File: config.mk
export PLATFORM = sky130hd
export DESIGN_NAME = ps2_key_ctrl
export DESIGN_NICKNAME = d
export VERILOG_FILES = /design/src/rtl/ps2_key_ctrl.sv
export SDC_FILE = /design/constraint.sdc
export NUM_CORES = 1
export LEC_CHECK = 0
export CORE_MARGIN = 3
export CORE_UTILIZATION = 37
export CTS_BUF_LIST = sky130_fd_sc_hd__clkbuf_4 sky130_fd_sc_hd__clkbuf_8
export DETAILED_ROUTE_END_ITERATION = 16
export PLACE_DENSITY = 0.7
export SETUP_SLACK_MARGIN = 0.3
export SLEW_MARGIN = 20
export SYNTH_ARGS = -nofsm -noshare
export SYNTH_HDL_FRONTEND = slang
export SYNTH_SLANG_ARGS = --single-unit
export TNS_END_PERCENT = 20
File: constraint.sdc
create_clock -name clk -period 2.2 [get_ports clk]
set_input_delay 0.44 -clock clk [delete_from_list [all_inputs] [get_ports clk]]
set_output_delay 0.44 -clock clk [all_outputs]
set_load 0.05 [all_outputs]
File: src/rtl/ps2_key_ctrl.sv
// PS/2 scan-code sequencer: pops the receiver FIFO, decodes E0/F0 prefixes, tracks the held key.
// Optional macro PS2_TYPEMATIC_COUNT_EN makes typematic repeats pulse key_press and count too.
module ps2_key_ctrl #(
    parameter int CNT_W = 8
) (
    input  logic             clk,
    input  logic             rst,
    input  logic [7:0]       fifo_data,
    input  logic             fifo_ready,
    input  logic             fifo_overflow,
    input  logic             ovf_clr,
    output logic             nextdata_n,
    output logic [7:0]       key_code,
    output logic             key_ext,
    output logic             key_valid,
    output logic             key_press,
    output logic [CNT_W-1:0] key_count,
    output logic             ovf_sticky
);

    typedef enum logic [1:0] {IDLE, POP, GAP} state_t;

    state_t           state, state_nxt;
    logic             ext_pend, ext_pend_nxt;
    logic             brk_pend, brk_pend_nxt;
    logic [7:0]       key_code_nxt;
    logic             key_ext_nxt;
    logic             key_valid_nxt;
    logic             key_press_nxt;
    logic [CNT_W-1:0] key_count_nxt;
    logic             nextdata_n_nxt;
    logic             is_held;

    // NOTE: every signal gets a default before the case so no path leaves it unassigned (no latches).
    always_comb begin
        state_nxt     = state;
        ext_pend_nxt  = ext_pend;
        brk_pend_nxt  = brk_pend;
        key_code_nxt  = key_code;
        key_ext_nxt   = key_ext;
        key_valid_nxt = key_valid;
        key_press_nxt = 1'b0;
        key_count_nxt = key_count;
        is_held       = key_valid && (fifo_data == key_code) && (ext_pend == key_ext);

        case (state)
            IDLE: begin
                if (fifo_ready) begin
                    state_nxt = POP;
                    if (fifo_data == 8'hE0) begin
                        ext_pend_nxt = 1'b1;
                    end else if (fifo_data == 8'hF0) begin
                        brk_pend_nxt = 1'b1;
                    end else begin
                        ext_pend_nxt = 1'b0;
                        brk_pend_nxt = 1'b0;
                        if (brk_pend) begin
                            // A break only releases the exact key (code and extension) being held.
                            if (is_held)
                                key_valid_nxt = 1'b0;
                        end else if (!is_held) begin
                            key_code_nxt  = fifo_data;
                            key_ext_nxt   = ext_pend;
                            key_valid_nxt = 1'b1;
                            key_press_nxt = 1'b1;
                            key_count_nxt = key_count + CNT_W'(1);
                        end
`ifdef PS2_TYPEMATIC_COUNT_EN
                        else begin
                            key_press_nxt = 1'b1;
                            key_count_nxt = key_count + CNT_W'(1);
                        end
`endif
                    end
                end
            end
            POP:     state_nxt = GAP;
            GAP:     state_nxt = IDLE;
            default: state_nxt = IDLE;
        endcase

        // Pop strobe is registered: low exactly while the FSM sits in POP.
        nextdata_n_nxt = (state_nxt != POP);
    end

    // NOTE: sequential state uses non-blocking assignments so all registers update from pre-edge values.
    always_ff @(posedge clk or posedge rst) begin
        if (rst) begin
            state      <= IDLE;
            nextdata_n <= 1'b1;
            ext_pend   <= 1'b0;
            brk_pend   <= 1'b0;
            key_code   <= 8'h00;
            key_ext    <= 1'b0;
            key_valid  <= 1'b0;
            key_press  <= 1'b0;
            key_count  <= '0;
        end else begin
            state      <= state_nxt;
            nextdata_n <= nextdata_n_nxt;
            ext_pend   <= ext_pend_nxt;
            brk_pend   <= brk_pend_nxt;
            key_code   <= key_code_nxt;
            key_ext    <= key_ext_nxt;
            key_valid  <= key_valid_nxt;
            key_press  <= key_press_nxt;
            key_count  <= key_count_nxt;
        end
    end

    // Set has priority over clear so an overflow coinciding with a clear is never lost.
    always_ff @(posedge clk or posedge rst) begin
        if (rst)
            ovf_sticky <= 1'b0;
        else if (fifo_overflow)
            ovf_sticky <= 1'b1;
        else if (ovf_clr)
            ovf_sticky <= 1'b0;
    end

endmodule
### After elaboration in Yosys (flattened, before gate mapping)

Cells that the tools add are included.

| word-level totals | value |
|---|---|
| word-level logic and storage cells | 48 |
| output and inout port bits | 21 |
| input port bits | 13 |
| flip-flop bits (word level) | 25 |

| operators by class | value |
|---|---|
| muxes and demuxes | 16 |
| bitwise gates (word level) | 4 |
| equal/unequal tests | 9 |
| add/subtract/negate cells | 1 |
| reduce and logical (&&, ||, !) cells | 8 |

Operators by type and width:

| kind | count |
|---|---|
| == test 8 bit, second input constant | 2 |
| 2-to-1 mux 1 bit | 14 |
| AND reduction 6 bit | 2 |
| adder 8 x 1 -> 8 bit, second input constant | 1 |
| == test 8 bit | 1 |
| AND reduction 3 bit | 2 |
| != test 2 x 1 -> 1 bit, second input constant | 2 |
| != test 2 bit, second input constant | 2 |
| NOT 1 bit | 4 |
| one-hot mux 2 bit (2 select lines) | 1 |
| == test 2 x 1 -> 1 bit, second input constant | 1 |
| logical AND 1 bit | 2 |
| zero test 2 bit | 1 |
| 2-to-1 mux 2 bit | 1 |
| nonzero test 2 bit | 1 |
| == test 1 bit | 1 |

### Logic depth before layout (Yosys ltp)

Gate-level depths: netlist of run 1.

| depth | value |
|---|---|
| depth in word-level cells | 9 |
| depth in mapped cells | 8 |
| depth with buffers taken out | 7 |

### Least setup slack after synthesis of run 1

Ideal clock, no wire load.

| timing | value |
|---|---|
| path kind | flip-flop to flip-flop |
| from | register key_code[5] |
| to | register key_code[4] |
| data arrival time | 2004 ps |
| slack | 71 ps |
| library setup time | 125 ps |
| path buffers | 1 |
| data required time | 2075 ps |
| period minus slack after synthesis | 2129 ps |
| stages on the path, launching flop included | 8 |
| path through | dfrtp_1 > xor2_1 > nor4_1 > nand4_1 > ha_1 > o211ai_4 > buf_8 > mux2_4 |

| on the way | value |
|---|---|
| longest elaborated chain between the ends | 5 |

Ends and longest elaborated chain:

| item | line | RTL |
|---|---|---|
| from (decl) | 13 | `output logic [7:0] key_code,` |
| from (signal assigned) | 103 | `key_code <= key_code_nxt;` |
| == test 8 bit | 44 | `is_held = key_valid && (fifo_data == key_code) && (ext_pend == key_ext);` |
| logical AND 1 bit (2 in a row) | 44 |  |
| NOT 1 bit (no source line) | n/a |  |
| AND reduction 6 bit (no source line) | n/a |  |

Every way passes these cells.
A chain may end at the register's enable or synchronous reset.

### Final worst setup path of run 1

| timing | value |
|---|---|
| from | register key_valid |
| to | output port key_valid |

RTL lines:

| item | line | RTL |
|---|---|---|
| from (decl) | 15 | `output logic key_valid,` |
| from (signal assigned) | 105 | `key_valid <= key_valid_nxt;` |

No word-level cell between the ends.

==> impl_results.md, run 1 <==
- Fmax: 0.503 GHz
- Arr. time, crit path: 1550 ps
- H-tree levels: 1
- Clk_lat worst skew: 320 ps
- Worst slew pin tran: 513 ps
- CTS tree: built
- #FFs+latches synth: 25
- Final hold slack: 243 ps
- Largest net degree at the start of global routing: 25
- Comb pwr share: 54.3%
- Antenna cells: 0
- Vias in the first global route: 818
- Crit-path max cell delay: 820 ps
- CTS Buffer Depth: 2
- Final period util: 90.3%
- Via/cell ratio: 4.89
- Slew Viols, Final: 0
- Cells after Synth: 90
- GRT Overall Usage: 13.8%
- Area grow syn2layout: 47.2%
- DIE HEIGHT: 61.4 um
- Hold Crit Class: in2async
- Post-Syn Area: 1130 um2
- Clock-pin slew on the worst setup and hold paths: 130 ps
- Initial antenna violation count: 0
- Seq/Total Area, Yosys: 55.3%
- Routed length on met3: 133 um
- Detailed Routing Iterations Pass 1: 4
- Mapped Nets: 105
- Switching share of power: 45.1%
- Clk root buf: clkbuf_4
- Top layer in use: met4
- Slowest CP cell: clkdlybuf4s50_1
- Filler Cell Count: 238
- Clock network fraction of total power: 10.0%
- Post-DP HPWL: 1640 um
- Starting Density: 40.1%
- I/O pin cnt: 34
- Initial DRC Count: 18
- Die width: 61.4 um
- Avg WL per Cell: 13.5 um
- Global-route wire length before repair: 3730 um
- Hold Vio Cnt, Final: 0
- Sequential group share of total power: 35.7%
- Final setup fails: 0
- Relative slew slack: 65.7%
- RSZ-0062 raised after global routing: true
- Met1 WL: 1070 um
- CP Cell Sequence: clkdlybuf4s50_1
- Syn_area_per_cell: 12.6 um2
- Number of remaining DRC errors: 0
- CP required: 1760 ps
- Switch Pwr: 967 uW
- Post-cts hold buffer count: 0
- Ys Warns: 0
- Routed Antenna Nets: 0
- Clk sink count: 25
- Setup crit start kind: register
- WL met2: 1040 um
- Pint: 1.18 mW
- Clock Skew: 8.62 ps
- GRT overflow: 0
- Max FO, Critical Path: 3
- LEAKAGE: 0.877 nW
- Routed WL: 2270 um
- Worst vdd rail ir drop: 0.891 mV
- Gpl congestion: 0.809
- Pwr Total: 2.15 mW
- Power density cells: 1290 nW/um2
- Critical Setup Path Class: reg2out
- Layout cells sized above 1: 27.0%
- Max-Cap Viols: 0
- Cts bufs inserted: 3
- Via count: 822
- Standard-cell rows: 19
- Crit path max-delay family: buffers and inverters
- Distinct cells, synth: 25
- Outcome: finished, final reports clean
- Fin nets: 153
- PortBufs: 33
- Worst Path Buf+Inv: 1
- Clock period minus worst slack: 1990 ps
- Core Area: 2830 um2
- Die area: 3760 um2
- Critical path capture point type: output port
==> state kept, by name, indices dropped and copies added, names as in the netlist <==
register    cells
brk_pend        1
ext_pend        1
key_code        8
key_count       8
key_ext         1
key_press       1
key_valid       1
nextdata_n      1
ovf_sticky      1
state           2
==> synthesized netlist by cell type <==
master    count  area (um2)
o21ai_0       2        10.0
nor4_1        2        12.5
a21oi_1       1        5.00
dfrtp_1      24         601
nand3_1       2        10.0
nand3b_1      1        7.51
o211ai_4      1        21.3
nor2b_1       1        6.26
inv_1         7        26.3
nor2_1        8        30.0
nand2_1       3        11.3
buf_8         1        15.0
o21a_1        1        7.51
ha_1          2        25.0
xnor2_1       2        17.5
and4_1        1        8.76
or4b_4        1        13.8
xor2_1       14         123
mux2_4        3        45.0
dfstp_2       1        26.3
o31ai_1       1        7.51
mux2_2        7        78.8
nor3_1        1        5.00
a21o_1        1        7.51
nand4_1       2        12.5
==> per-layer routing <==
layer / global-route usage [%] / vias to the layer above
met5: 0 / -
met4: 6.36 / 0
met3: 2.94 / 2
met2: 21.3 / 27
met1: 18.6 / 395
li1: - / 398
==> power groups by stage <==
stage               Combinational, mW  Sequential [mW]  Clock (mW)
finish                           1.17            0.766       0.214
global route                     1.23            0.795       0.248
CTS                              1.18            0.773       0.226
detailed placement               1.10            0.779           0
global placement                 1.09            0.769           0
floorplan                       0.276             1.23           0
==> placed cells by master (no fill, tap or decap), types with 2 or more instances in the layout <==
master,synthesis,final
xnor2_1,2,2
xor2_1,14,14
buf_4,0,8
nor2_1,8,8
clkbuf_4,0,4
nand4_1,2,2
dfrtp_2,0,8
o21ai_0,2,2
mux2_4,3,9
dfrtp_1,24,16
nand2_1,3,3
dlygate4sd2_1,0,8
nor4_1,2,2
clkdlybuf4s50_1,0,19
dlymetal6s2s_1,0,6
buf_12,0,2
inv_1,7,7
nand3_1,2,2
==> final cells by class <==
class                      count  area [um2]  share of cell area (%)
multi-input combinational     57         490                    29.4
timing repair buffer          44         447                    26.8
inverter                       7        26.3                    1.57
tap                           31        38.8                    2.32
sequential                    25         637                    38.2
clock buffer                   4        30.0                    1.80
==> cell families (layout without fill, tap and decap cells) <==
logic type      Yosys count  after routing  share of synthesized area (%)
flops                    25             25                           55.3
simple gates             22             22                           10.4
xor+xnor                 16             16                           12.4
mux                      10             10                           10.9
buf+inv                   8             55                           3.64
compound gates            7              7                           5.19
fa+ha+maj                 2              2                           2.21
==> final timing paths <==
path                                  start           to  slack, ps  cells past startpoint
worst max-delay path              key_valid    key_valid        210                      1
worst min-delay path                    rst   ovf_sticky        240                      2
worst max register to register  key_code[5]  key_code[5]        230                      8
worst min register to register     state[1]     state[1]        440                      1
max in group asynchronous               rst   nextdata_n       1430                      3
min in group clk                   state[1]     state[1]        440                      1
==> per-stage QoR <==
stage	setup WS [ps]	utilization, %	cells	area (um2)	TNS (ps)
after floorplan	200	-	90	1150	0
after global placement	-299	54.4	158	1540	-4190
after detailed placement	-363	54.4	158	1540	-5190
after CTS	150	58.4	168	1650	0
after global routing	111	59.0	168	1670	0
final	213	59.0	168	1670	0
==> what timing repair did <==
action / CTS / global route
pin swaps: 6 / 3
endpoints found under the hold margin: 0 / 0
gates resized for setup: 15 / 8
endpoints found under the setup margin: 38 / 37
setup buffers: 6 / 0
Note: power is estimated with default switching activity, not from simulation.
==> run 2: changes to the inputs <==
--- a/config.mk
+++ b/config.mk
@@ -10,6 +10,7 @@
 export CTS_BUF_LIST = sky130_fd_sc_hd__clkbuf_4 sky130_fd_sc_hd__clkbuf_8
 export DETAILED_ROUTE_END_ITERATION = 16
 export PLACE_DENSITY = 0.7
+export REMOVE_ABC_BUFFERS = 1
 export SETUP_SLACK_MARGIN = 0.3
 export SLEW_MARGIN = 20
 export SYNTH_ARGS = -nofsm -noshare
==> run 2 against run 1 <==
Via count decreased by 1.6%. Total power increased by 0.31%. Maximum frequency decreased by 2.2%. Sequential share of layout area decreased by 0.086 points. Non-clock buffer count decreased by 2. First-iteration DRC count decreased by 11%. Cell count decreased by 1.2%. Critical path type unchanged.
==> impl_results.md, run 2 (synthesis results as in run 1) <==
- CTS Buffer Depth: 2 (unchanged)
- CP Cell Sequence: clkdlybuf4s50_1
- Dpl ws: -387 ps (-24.0 ps)
- Gpl congestion: 0.765 (-5.4%)
- GRT Overall Usage: 14.3% (+0.51 points)
- Power density cells: 1310 nW/um2 (+1.7%)
- Initial DRC Count: 16 (-2)
- Cts bufs inserted: 3 (unchanged)
- LEAKAGE: 0.873 nW (-0.53%)
- Critical Setup Path Class: reg2out
- Number of remaining DRC errors: 0 (unchanged)
- Largest net degree at the start of global routing: 26 (+4.0%)
- RSZ-0062 raised after global routing: true
- Reg2reg start: key_code[4]
- Via count: 809 (-1.6%)
- Setup crit start: key_code[3]
- Die width: 61.4 um (unchanged)
- Clk root buf: clkbuf_4
- Relative slew slack: 64.3% (-1.4 points)
- Crit path max-delay family: buffers and inverters
- Max-Cap Viols: 0 (unchanged)
- Die area: 3760 um2 (unchanged)
- Final WS setup: 168 ps (-45.2 ps)
- Starting Density: 40.1% (unchanged)
- Worst vdd rail ir drop: 0.628 mV (-30%)
- Top flop regs: key_code: 8 flops, key_count: 8 flops, state: 2 flops
- GRT overflow: 0 (unchanged)
- Clock period minus worst slack: 2030 ps (+45.2 ps)
- CTS tree: built
- Clock-pin slew on the worst setup and hold paths: 150 ps (+20 ps)
- Antenna cells: 0 (unchanged)
- Critical path capture point type: output port
- Final period util: 92.4% (+2.1 points)
- CP required: 1760 ps (about the same)
- R2R depth: 7 (-1)
- Slew Viols, Final: 0 (unchanged)
- Layout Cells excl Fill: 166 (-1.2%)
- Arr. time, crit path: 1590 ps (+40 ps)
- Final setup fails: 0 (unchanged)
- Clk_lat worst skew: 330 ps (about the same)
- Routed Antenna Nets: 0 (unchanged)
- Setup crit start kind: register
- Detailed Routing Iterations Pass 1: 2 (-2)
- Core Area: 2830 um2 (unchanged)
- Fin nets: 151 (-1.3%)
- R2r endpoint: key_code[0]
- Global-route wire length before repair: 3950 um (+5.9%)
- Standard-cell rows: 19 (unchanged)
- Avg WL per Cell: 14.5 um (+7.0%)
- Worst Path Buf+Inv: 1 (unchanged)
- Crit-path max cell delay: 850 ps (+30 ps)
- Flop2flop setup slack: 270 ps (+40 ps)
- I/O pin cnt: 34 (unchanged)
- Outcome: finished, final reports clean
- Area grow syn2layout: 45.3%
- Worst slew pin tran: 533 ps (+19.8 ps)
- # placed instances: 159 (+0.63%)
- Clock Skew: 4.77 ps (-3.85 ps)
- Post-cts hold buffer count: 0 (unchanged)
- Initial antenna violation count: 0 (unchanged)
- Max FO, Critical Path: 3 (unchanged)
- H-tree levels: 1 (unchanged)
- Post-DP HPWL: 1690 um (+3.2%)
- DIE HEIGHT: 61.4 um (unchanged)
- Layout cells sized above 1: 20.7% (-6.3 points)
- Slowest CP cell: clkdlybuf4s50_1
- PortBufs: 33 (unchanged)
- Hold Vio Cnt, Final: 0 (unchanged)
- Commonest non-fill, non-tap cell in the layout: dfrtp_1
- Via/cell ratio: 4.87 (-0.40%)
- Clk sink count: 25 (unchanged)
- Most frequent cells in the layout: 24 x dfrtp_1, 19 x clkdlybuf4s50_1, 14 x xor2_1
- Routed WL: 2400 um (+5.7%)
- Fmax: 0.492 GHz (-2.2%)
- Vias in the first global route: 844 (+3.2%)
- Hold Crit Class: in2async
run 2: cell count changes in the layout (fill, tap and decap cells not counted):
cell      before  now
dfrtp_1       16   24
dfrtp_2        8    0
mux2_2         1    0
nor4_2         0    1
buf_4          8    6
buf_12         2    1
mux2_4         9   10
inv_6          0    1
buf_6          1    2
clkbuf_4       4    3
nor4_1         2    1
run 2: where the power goes:
part / internal, mW / switching (mW)
Sequential: 0.606 / 0.151
Clock: 0.0743 / 0.154
Combinational: 0.471 / 0.695
run 2: how the worst max path moves through the flow:
stage	end	slack, ps	depth (start not counted)
after floorplan	key_code[0]	80	6
after CTS	key_count[4]	120	1
final	key_code[3]	170	1
after detailed placement	key_code[2]	-390	7
after global routing	key_code[7]	110	1
after global placement	key_code[3]	-350	7
run 2: worst reg2reg max path, stage by stage, from the launching register on:
cell and delay, ps:
dfrtp_1 430, xor2_1 160, nor4_2 300, nand4_1 140, ha_2 220, o211ai_4 120, buf_12 170, mux2_4 300
run 2: final cells by class:
| type | instances | area, um2 |
|---|---|---|
| well taps | 31 | 38.8 |
| multi-input cells | 57 | 500 |
| repair buffers | 42 | 423 |
| clock inverters | 1 | 8.76 |
| clock buffers | 3 | 22.5 |
| inverters | 7 | 26.3 |
| flip-flops and latches | 25 | 627 |
| fillers | 243 | 1180 |
run 2: per-layer routing:
metal,vias to the layer above,share of wire (%),GRT usage [%]
met3,4,3.9,2.52
met5,-,0,0
met2,23,48,21.5
met1,391,47,20.3
li1,391,-,-
met4,0,1.3,6.36
run 2: through the flow:
| stage | hold slack (ps) | area [um2] | power [mW] | setup TNS (ps) | util (%) |
|---|---|---|---|---|---|
| global placement | 416 | 1530 | 1.85 | -5210 | 54.2 |
| global route | 449 | 1650 | 2.27 | 0 | 58.2 |
| CTS | 446 | 1620 | 2.16 | 0 | 57.3 |
| detailed placement | 432 | 1530 | 1.87 | -5770 | 54.2 |
| floorplan | 403 | 1120 | 1.48 | 0 | - |
| finish | 433 | 1650 | 2.15 | 0 | 58.2 |
run 2: repair_timing:
| action | CTS | global route |
|---|---|---|
| pin swaps | 6 | 3 |
| endpoints found under the hold margin | 0 | 0 |
| endpoints found under the setup margin | 39 | 37 |
| setup buffers | 3 | 0 |
| resized for setup | 17 | 8 |
